File: src/rtl/present_pkg.sv
// Shared types and constants for the box-nesting solver feeder.
package present_pkg;

   localparam int WORD_W = 32;
   localparam int N_DEF  = 100;

   typedef enum logic [1:0] {IDLE, PRESENT_HOLD, SETTLE, DONE} state_t;

   // Settle time long enough for an N-deep solver to converge.
   function automatic int settle_of(input int n);
      return n * n + n;
   endfunction

   localparam int SETTLE_DEF = N_DEF * N_DEF + N_DEF;

endpackage

File: src/rtl/box_feeder_timer.sv
// Loadable down-counter; expire flags the final cycle of a loaded interval.
module box_feeder_timer
   import present_pkg::*;
(
   input  logic              clk,
   input  logic              rst,
   input  logic              load,
   input  logic [WORD_W-1:0] value,
   output logic              expire
);

   logic [WORD_W-1:0] count;

   always_ff @(posedge clk or negedge rst) begin
      if (!rst)              count <= '0;
      else if (load)         count <= value;
      else if (count != '0)  count <= count - WORD_W'(1);
   end

   assign expire = (count == WORD_W'(1));

endmodule

File: src/rtl/box_feeder.sv
// Stream-to-PIO feeder: presents each useful box to the solver, holds it,
// then waits for the solver to settle before flagging done.
module box_feeder
   import present_pkg::*;
#(
   parameter int N      = N_DEF,
   parameter int HOLD   = 2,
   parameter int SETTLE = settle_of(N)
) (
   input  logic              clk,
   input  logic              rst,
   input  logic              in_valid,
   output logic              in_ready,
   input  logic [WORD_W-1:0] in_width,
   input  logic [WORD_W-1:0] in_height,
   input  logic              in_last,
   output logic [WORD_W-1:0] width,
   output logic [WORD_W-1:0] height,
   output logic [WORD_W-1:0] avail,
   output logic              busy,
   output logic              done,
   output logic              overflow,
   output logic [7:0]        sent
);

   localparam logic [WORD_W-1:0] HOLD_W   = WORD_W'(HOLD);
   localparam logic [WORD_W-1:0] SETTLE_W = WORD_W'(SETTLE);
   localparam logic [WORD_W-1:0] N_W      = WORD_W'(N);

   state_t            state, nxt_state;
   logic              avail_q, last_q;
   logic              accept, new_frame, drop, keep;
   logic [7:0]        sent_eff;
   logic              tmr_load, tmr_expire;
   logic [WORD_W-1:0] tmr_value;

   assign in_ready  = (state == present_pkg::IDLE) || (state == present_pkg::DONE);
   assign accept    = in_valid & in_ready;
   assign new_frame = accept & (state == present_pkg::DONE);
   // The solver only latches on a change, so a repeat of the presented pair is useless.
   assign drop      = (in_width == '0) || (in_height == '0) ||
                      ((in_width == width) && (in_height == height));
   assign keep      = accept & ~drop;
   assign sent_eff  = new_frame ? 8'd0 : sent;

   always_ff @(posedge clk or negedge rst) begin
      if (!rst) state <= present_pkg::IDLE;
      else      state <= nxt_state;
   end

   always_comb begin
      nxt_state = state;
      tmr_load  = 1'b0;
      tmr_value = HOLD_W;
      case (state)
         present_pkg::IDLE, present_pkg::DONE: begin
            if (accept) begin
               if (!drop) begin
                  nxt_state = present_pkg::PRESENT_HOLD;
                  tmr_load  = 1'b1;
               end else if (in_last) begin
                  if (sent_eff != 8'd0) begin
                     nxt_state = present_pkg::SETTLE;
                     tmr_load  = 1'b1;
                     tmr_value = SETTLE_W;
                  end else begin
                     nxt_state = present_pkg::DONE;
                  end
               end else begin
                  nxt_state = present_pkg::IDLE;
               end
            end
         end
         present_pkg::PRESENT_HOLD: begin
            if (tmr_expire) begin
               if (last_q) begin
                  nxt_state = present_pkg::SETTLE;
                  tmr_load  = 1'b1;
                  tmr_value = SETTLE_W;
               end else begin
                  nxt_state = present_pkg::IDLE;
               end
            end
         end
         present_pkg::SETTLE: begin
            if (tmr_expire) nxt_state = present_pkg::DONE;
         end
      endcase
   end

   // Later assignments win, so a kept box on a new frame counts from zero.
   always_ff @(posedge clk or negedge rst) begin
      if (!rst) begin
         width    <= '0;
         height   <= '0;
         avail_q  <= 1'b0;
         last_q   <= 1'b0;
         sent     <= 8'd0;
         overflow <= 1'b0;
      end else begin
         if (accept) last_q <= in_last;
         if (new_frame) begin
            sent     <= 8'd0;
            overflow <= 1'b0;
         end
         if (keep) begin
            width   <= in_width;
            height  <= in_height;
            avail_q <= 1'b1;
            sent    <= (sent_eff == 8'hFF) ? sent_eff : sent_eff + 8'd1;
            if ({{(WORD_W-8){1'b0}}, sent_eff} == N_W) overflow <= 1'b1;
         end
      end
   end

   box_feeder_timer u_timer (
      .clk    (clk),
      .rst    (rst),
      .load   (tmr_load),
      .value  (tmr_value),
      .expire (tmr_expire)
   );

   assign avail = {{(WORD_W-1){1'b0}}, avail_q};
   assign busy  = (state == present_pkg::PRESENT_HOLD) || (state == present_pkg::SETTLE);
   assign done  = (state == present_pkg::DONE);

endmodule

File: config.mk
export PLATFORM = sky130hd
export DESIGN_NAME = box_feeder
export DESIGN_NICKNAME = d
export VERILOG_FILES = /design/src/rtl/present_pkg.sv /design/src/rtl/box_feeder_timer.sv /design/src/rtl/box_feeder.sv
export SDC_FILE = /design/constraint.sdc
export NUM_CORES = 1
export LEC_CHECK = 0
export CORE_MARGIN = 10
export CORE_UTILIZATION = 48
export CTS_BUF_LIST = sky130_fd_sc_hd__clkbuf_8 sky130_fd_sc_hd__clkbuf_16
export CTS_CLUSTER_DIAMETER = 50
export DETAILED_ROUTE_END_ITERATION = 8
export PLACE_DENSITY = 0.91
export SYNTH_ARGS = -nofsm -noshare
export SYNTH_HDL_FRONTEND = slang
export SYNTH_SLANG_ARGS = --single-unit
export TNS_END_PERCENT = 50
File: constraint.sdc
create_clock -name clk -period 3.3 [get_ports clk]
set_clock_uncertainty 0.1 [all_clocks]
set_input_delay 0.33 -clock clk [delete_from_list [all_inputs] [get_ports clk]]
set_output_delay 0.33 -clock clk [all_outputs]
set_load 0.02 [all_outputs]
==> impl_metrics.env, run 1 <==
export IMPL_status="complete, no violations"
export IMPL_maxSlewViolCount=0
export IMPL_rows=40
export IMPL_hp_class="in2async"
export IMPL_yosysUniqueCellTypes=46
export IMPL_cts_tree="built"
export IMPL_grt_max_degree=87
export IMPL_first_iter_violations=353
export IMPL_wl_per_cell_um=20.1
export IMPL_yosysTopAreaCellShare_pct=45.8
export IMPL_cts_hold_buf=0
export IMPL_cp_max_fo=10
export IMPL_gp_congestion=0.965
export IMPL_antenna_left=0
export IMPL_postSynthCellCount=547
export IMPL_fmax_mhz=322
export IMPL_cts_resized_gates=0
export IMPL_syn_mean_instance_area_um2=10.9
export IMPL_ys_ff_latch=109
export IMPL_diodes=0
export IMPL_coreArea_um2=12100
export IMPL_max_cap_violations=0
export IMPL_drt_drc_violations_left=0
export IMPL_grt_pass1_vias=5223
export IMPL_ir_worst_vdd_mv=0.650
export IMPL_postLayoutCoreUtil_pct=64.8
export IMPL_tns_ps=0
export IMPL_grtUsageTotal_pct=20.2
export IMPL_crit_path_start_kind="register"
export IMPL_layout_nets=774
export IMPL_die_width_um=131
export IMPL_layout_drive_gt1_share_pct=15.2
export IMPL_worst_setup_path_type="reg2reg"
export IMPL_synth_seq_area_share_pct=45.8
export IMPL_hpwlAfterDp_mm=13.8
export IMPL_setup_violations=0
export IMPL_yosysMostFrequentCell="dfrtp_1"
export IMPL_slew_headroom_pct=28.0
export IMPL_synth_main_ff_cell="dfrtp_1"
export IMPL_synthArstFlopShare_pct=100
export IMPL_grt_setup_unrepaired="no"
export IMPL_vias_per_cell=5.49
export IMPL_port_buffers=144
export IMPL_synth_area_top_cells="dfrtp_1 (46%), xnor2_1 (13%), mux2_2 (12%), buf_4 (4.3%), nor4_1 (3.5%)"
export IMPL_final_min_period_over_clock_period_pct=94.0
export IMPL_die_area_um2=17300
export IMPL_clockBufferDepth=2
export IMPL_leakage_nw=3.16
export IMPL_worstSkewPairLatency_ps=350
export IMPL_endpoint_kind="register"
export IMPL_syn_cell_area_um2=5950
export IMPL_antenna_found_initial=0
export IMPL_synth_top_area_cell="dfrtp_1"
export IMPL_arrival_ps=3240
export IMPL_areaGrowthSynthToFinish_pct=31.3
export IMPL_start_util_pct=49.4
export IMPL_cts_sinks=109
export IMPL_gr_total_overflow=0
export IMPL_hold_viol=0
export IMPL_wirelength_mm=17.5
export IMPL_drtPass1Iterations=4
export IMPL_clkTransAtPathRegs_ps=80
export IMPL_critPathRequiredTime_ps=3440
export IMPL_ios=176
export IMPL_h_tree_depth=3
export IMPL_dr_total_vias=4782
export IMPL_worst_slew_pin_slew_ps=1080
export IMPL_cellPowerDensity_nw_per_um2=1020
export IMPL_min_period_ps=3100
export IMPL_rrSetupSlack_ps=200
export IMPL_numCtsBuffers=9
export IMPL_grt_pass1_wl_mm=28.4
export IMPL_clockRootBuffer="clkbuf_16"
export IMPL_synth_edf_count=0
export IMPL_die_h_um=131
export IMPL_cts_setup_buffers=0
export IMPL_ys_top_cells_by_count="dfrtp_1 (109), xnor2_1 (86), mux2_2 (66), nor2_1 (36), buf_4 (34)"
export IMPL_yosys_warnings=0
power by group:
group	switching, mW	total (mW)	internal, mW	leakage [nW]
Clock	0.509	1.07	0.562	0.136
Combinational	2.16	4.33	2.16	1.69
Sequential	0.646	2.57	1.93	1.34
worst paths after layout:
path                       depth (start not counted)                end             start
min in group clk                                   1            avail_q           avail_q
setup reg to reg                                   7  u_timer.count[30]  u_timer.count[5]
hold / removal                                     1   u_timer.count[7]               rst
hold reg to reg                                    1            avail_q           avail_q
max in group asynchronous                          2          height[9]               rst
setup / recovery                                   7  u_timer.count[30]  u_timer.count[5]
flip-flops by register name, indices dropped and copies added, names as in the netlist:
name	cells
width	32
last_q	1
state	2
avail_q	1
height	32
sent	8
overflow	1
u_timer.count	32
placed cells by master, fill, tap and decap left out, drive strengths merged, types with 4 or more instances in the layout:
cell and count:
a21oi 13, buf 15, clkbuf 11, clkdlybuf4s50 143, conb 31, dfrtp 109, ha 8, inv 12
mux2 66, nand2 30, nand3 11, nand4 25, nor2 36, nor3 12, nor4 34, o21ai 6
o22ai 4, or3 6, or4 7, xnor2 86, xor2 9
stage by stage:
step	hold WS, ps	instance area, um2	power, mW	cells	setup WS (ps)
global route	163	7820	8.45	871	89.5
CTS	133	7820	8.01	871	238
finish	84.9	7820	7.97	871	198
floorplan	-65.6	6070	5.06	577	249
global placement	353	7520	6.69	855	23.8
detailed placement	352	7520	6.89	855	11.8
layer usage:
metal	part of all wire, %	vias up	track usage, %
met2	51	196	34.6
met1	37	2380	21.7
met4	2.4	0	8.47
met5	0	-	0
li1	-	2184	-
met3	10	22	7.81
cell families (layout without fill, tap and decap cells):
family                   after synthesis  count (layout)  synth area share [%]
XOR/XNOR                              95              95                  14.0
other                                  1              31                0.0630
AND/OR/NAND/NOR                      174             174                  16.1
AO/OA/AOI/OAI                         35              35                  3.70
flip-flops                           109             109                  45.8
buffers and inverters                 58             184                  6.07
multiplexers                          67              67                  12.6
adder cells (fa/ha/maj)                8               8                  1.68
worst max-delay path, cell delays in order, from the launching register on:
cell     delay (ps)
dfrtp_1         430
or4_1           600
or4b_1          500
or4_1           720
nand4_4         270
or4_1           150
xor2_1          160
nor2_1           60
final cells by class:
| type | count | area [um2] |
|---|---|---|
| Timing Repair Buffer | 158 | 1570 |
| Multi-Input combinational cell | 410 | 2980 |
| Fill cell | 896 | 4240 |
| Tap cell | 168 | 210 |
| Clock inverter | 5 | 42.5 |
| Clock buffer | 11 | 253 |
| Sequential cell | 109 | 2730 |
| Inverter | 10 | 37.5 |
Note: power is estimated with default switching activity, not from simulation.
==> inputs of run 2 (changes only) <==
Settings changed: ABC_AREA from default to 1, CORE_UTILIZATION 48 to 50, PLACE_DENSITY 0.91 to 0.92.
==> run 2 against run 1 <==
The flow now finishes with violations (hold timing). Area after synthesis up 15%. Non-clock buffer count is 9 lower. Critical path depth is 10 higher. Core utilization decreased by 0.40 points. Global-route usage shrank 0.33 points. First-iteration DRC count is 3.4% higher. Worst setup slack improved by 170 ps. Routed wire length is 6.1% higher. Highest routed layer unchanged.
==> impl_metrics.env, run 2 <==
export IMPL_status="finished, violations left"
export IMPL_violations="hold timing"
export IMPL_cellPowerDensity_nw_per_um2=929
export IMPL_first_iter_violations=365
export IMPL_p_clk_share_pct=13.4
export IMPL_ir_worst_vdd_mv=0.526
export IMPL_endpoint_kind="register"
export IMPL_gp_congestion=0.870
export IMPL_vias_per_cell=4.86
export IMPL_clockBufferDepth=2
export IMPL_critPathRequiredTime_ps=3440
export IMPL_final_common_cell="nand2_1"
export IMPL_tns_ps=0
export IMPL_worst_setup_path_type="reg2reg"
export IMPL_yosysMostFrequentCell="nand2_1"
export IMPL_arrival_ps=3060
export IMPL_cp_common_cell="nand2_4"
export IMPL_worst_slew_pin_slew_ps=880
export IMPL_diodes=0
export IMPL_grt_setup_unrepaired="no"
export IMPL_hp_class="in2async"
export IMPL_yosysTopAreaCellShare_pct=39.9
export IMPL_antenna_left=0
export IMPL_yosysUniqueCellTypes=39
export IMPL_timing_critical_path_depth=17
export IMPL_cts_sinks=109
export IMPL_r2r_cells=17
export IMPL_cts_resized_gates=0
export IMPL_numCtsBuffers=9
export IMPL_gr_total_overflow=0
export IMPL_yosys_warnings=0
export IMPL_start_util_pct=51.2
export IMPL_cts_setup_buffers=0
export IMPL_grt_pass1_vias=6390
export IMPL_synth_seq_area_share_pct=39.9
export IMPL_areaGrowthSynthToFinish_pct=25.7
export IMPL_drtPass1Iterations=5
export IMPL_fin_hold_ws_ps=-22.5
export IMPL_path_cells="inv_1 > ha_1 > nand2_2 > inv_4 > nand2_4 > nand2_1 > ha_1 > nand3_2 > nor2_2 > nor2_1 > clkinv_1 > nand2_1 > inv_2 > nand2_4 > nand2_4 > inv_2 > nor2_1"
export IMPL_wirelength_mm=18.5
export IMPL_cts_tree="built"
export IMPL_postLayoutCoreUtil_pct=64.4
export IMPL_max_stage_delay_ps=400
export IMPL_finalNonFillerCells=1316
export IMPL_endpoint="u_timer.count[26]"
export IMPL_grt_max_degree=117
export IMPL_wl_per_cell_um=14.1
export IMPL_switchingPower_mw=3.79
export IMPL_ys_top_cells_by_count="nand2_1 (325), inv_1 (152), nor2_1 (134), dfrtp_1 (109), o21ai_0 (68)"
export IMPL_die_h_um=137
export IMPL_hold_viol=25
export IMPL_min_period_ps=2930
export IMPL_h_tree_depth=3
export IMPL_worstSkewPairLatency_ps=360
export IMPL_leakage_nw=4.51
export IMPL_final_cell_mix="nand2_1 (325), inv_1 (153), clkdlybuf4s50_1 (143)"
export IMPL_drt_drc_violations_left=0
export IMPL_cp_max_fo=22
export IMPL_fmax_mhz=342
export IMPL_synth_top_area_cell="dfrtp_1"
export IMPL_grtUsageTotal_pct=19.8
export IMPL_rrSetupSlack_ps=370
export IMPL_seqPwrFrac_pct=30.9
export IMPL_grt_pass1_wl_mm=30.0
export IMPL_setup_violations=0
export IMPL_antenna_found_initial=0
export IMPL_r2r_start="state[0]"
export IMPL_rows=42
export IMPL_die_area_um2=18800
export IMPL_reg_largest_list="height (32), u_timer.count (32), width (32)"
export IMPL_crit_path_top_delay_cell="dfrtp_1"
export IMPL_syn_mean_instance_area_um2=6.87
export IMPL_maxSlewViolCount=0
export IMPL_final_min_period_over_clock_period_pct=88.7
export IMPL_syn_cell_area_um2=6840
export IMPL_dr_total_vias=6390
export IMPL_layout_nets=1211
export IMPL_hpwlAfterDp_mm=14.5
export IMPL_clkTransAtPathRegs_ps=80
export IMPL_clockRootBuffer="clkbuf_16"
export IMPL_layout_drive_gt1_share_pct=4.91
export IMPL_synth_area_top_cells="dfrtp_1 (40%), nand2_1 (18%), inv_1 (8.3%), nor2_1 (7.4%), o21ai_0 (5.0%)"
export IMPL_critPathBufInv=5
export IMPL_setup_worst_path_start="state[0]"
export IMPL_comb_power_share_pct=55.7
export IMPL_synth_edf_count=0
export IMPL_max_cap_violations=0
export IMPL_p_int_mw=4.20
export IMPL_port_buffers=144
export IMPL_postSynthCellCount=995
export IMPL_die_width_um=137
export IMPL_ys_ff_latch=109
export IMPL_cp_top_family="simple AND/OR/NAND/NOR gates"
export IMPL_ios=176
export IMPL_place_inst=1300
export IMPL_crit_path_start_kind="register"
export IMPL_sw_frac_of_total_pct=47.4
export IMPL_synth_main_ff_cell="dfrtp_1"
export IMPL_slew_headroom_pct=41.3
export IMPL_reg2reg_to="u_timer.count[26]"
export IMPL_coreArea_um2=13300
export IMPL_synthArstFlopShare_pct=100
export IMPL_cts_hold_buf=0
run 2: cell count changes after synthesis, sizes merged, moves of 6 or more:
cell / before / now
clkbuf: 11 / 4
nand4: 25 / 19
mux2: 66 / 0
or3: 6 / 0
nand3: 11 / 26
xor2: 9 / 34
xnor2: 86 / 3
buf: 37 / 46
inv: 10 / 155
or4: 7 / 0
o21ai: 6 / 68
nor2: 36 / 139
nor4: 34 / 2
nand2: 30 / 342
run 2: per-stage QoR:
stage / worst slack (ps) / hold WS [ps] / cell area, um2 / total power, mW
finish: 372 / -22.5 / 8600 / 7.99
CTS: 388 / 23.0 / 8600 / 8.01
global route: 168 / 58.6 / 8600 / 8.65
floorplan: 796 / -65.6 / 6950 / 5.33
detailed placement: 388 / 386 / 8310 / 6.91
global placement: 530 / 359 / 8310 / 6.73
run 2: worst register-to-register path, stage by stage, from the launching register on:
cell and delay, ps:
dfrtp_1 400, inv_1 60, ha_1 390, nand2_2 120, inv_4 60, nand2_4 140, nand2_1 140, ha_1 230
nand3_2 80, nor2_2 50, nor2_1 140, clkinv_1 90, nand2_1 80, inv_2 40, nand2_4 80, nand2_4 130
inv_2 360, nor2_1 120
run 2: logic make-up (layout without fill, tap and decap cells):
logic type	after synthesis	in the layout	share of synthesized area, %
fa+ha+maj	8	8	1.46
other cells	1	31	0.0548
simple gates	548	548	33.5
buf+inv	206	321	13.7
flops	109	109	39.9
xor+xnor	37	37	4.74
compound gates	86	86	6.68
run 2: power groups by stage:
stage               registers, mW  logic [mW]  clock network, mW
CTS                          2.46        4.47               1.08
detailed placement           2.46        4.45                  0
global route                 2.55        4.95               1.14
finish                       2.47        4.45               1.07
floorplan                    2.88        2.45                  0
global placement             2.44        4.29                  0
run 2: worst min path at each step:
stage / from / end / slack, ps / cells after the start
finish: rst / u_timer.count[14] / -20 / 1
global route: rst / height[9] / 60 / 1
CTS: rst / height[14] / 20 / 1
detailed placement: avail_q / avail_q / 390 / 1
global placement: avail_q / avail_q / 360 / 1
floorplan: rst / avail_q / -70 / 0
run 2: cell type report:
class / count / area, um2
Clock buffer: 10 / 239
Clock inverter: 6 / 47.5
Fill cell: 1108 / 4750
Inverter: 156 / 588
Multi-Input combinational cell: 710 / 3290
Sequential cell: 109 / 2730
Tap cell: 176 / 220
Timing Repair Buffer: 149 / 1490
run 2: metal layers:
layer / vias up / GRT usage, % / wire [um]
li1: 3233 / - / -
met1: 2931 / 21.7 / 7380
met2: 189 / 33.5 / 8980
met3: 37 / 7.29 / 1630
met4: 0 / 9.07 / 555
met5: - / 0 / 0
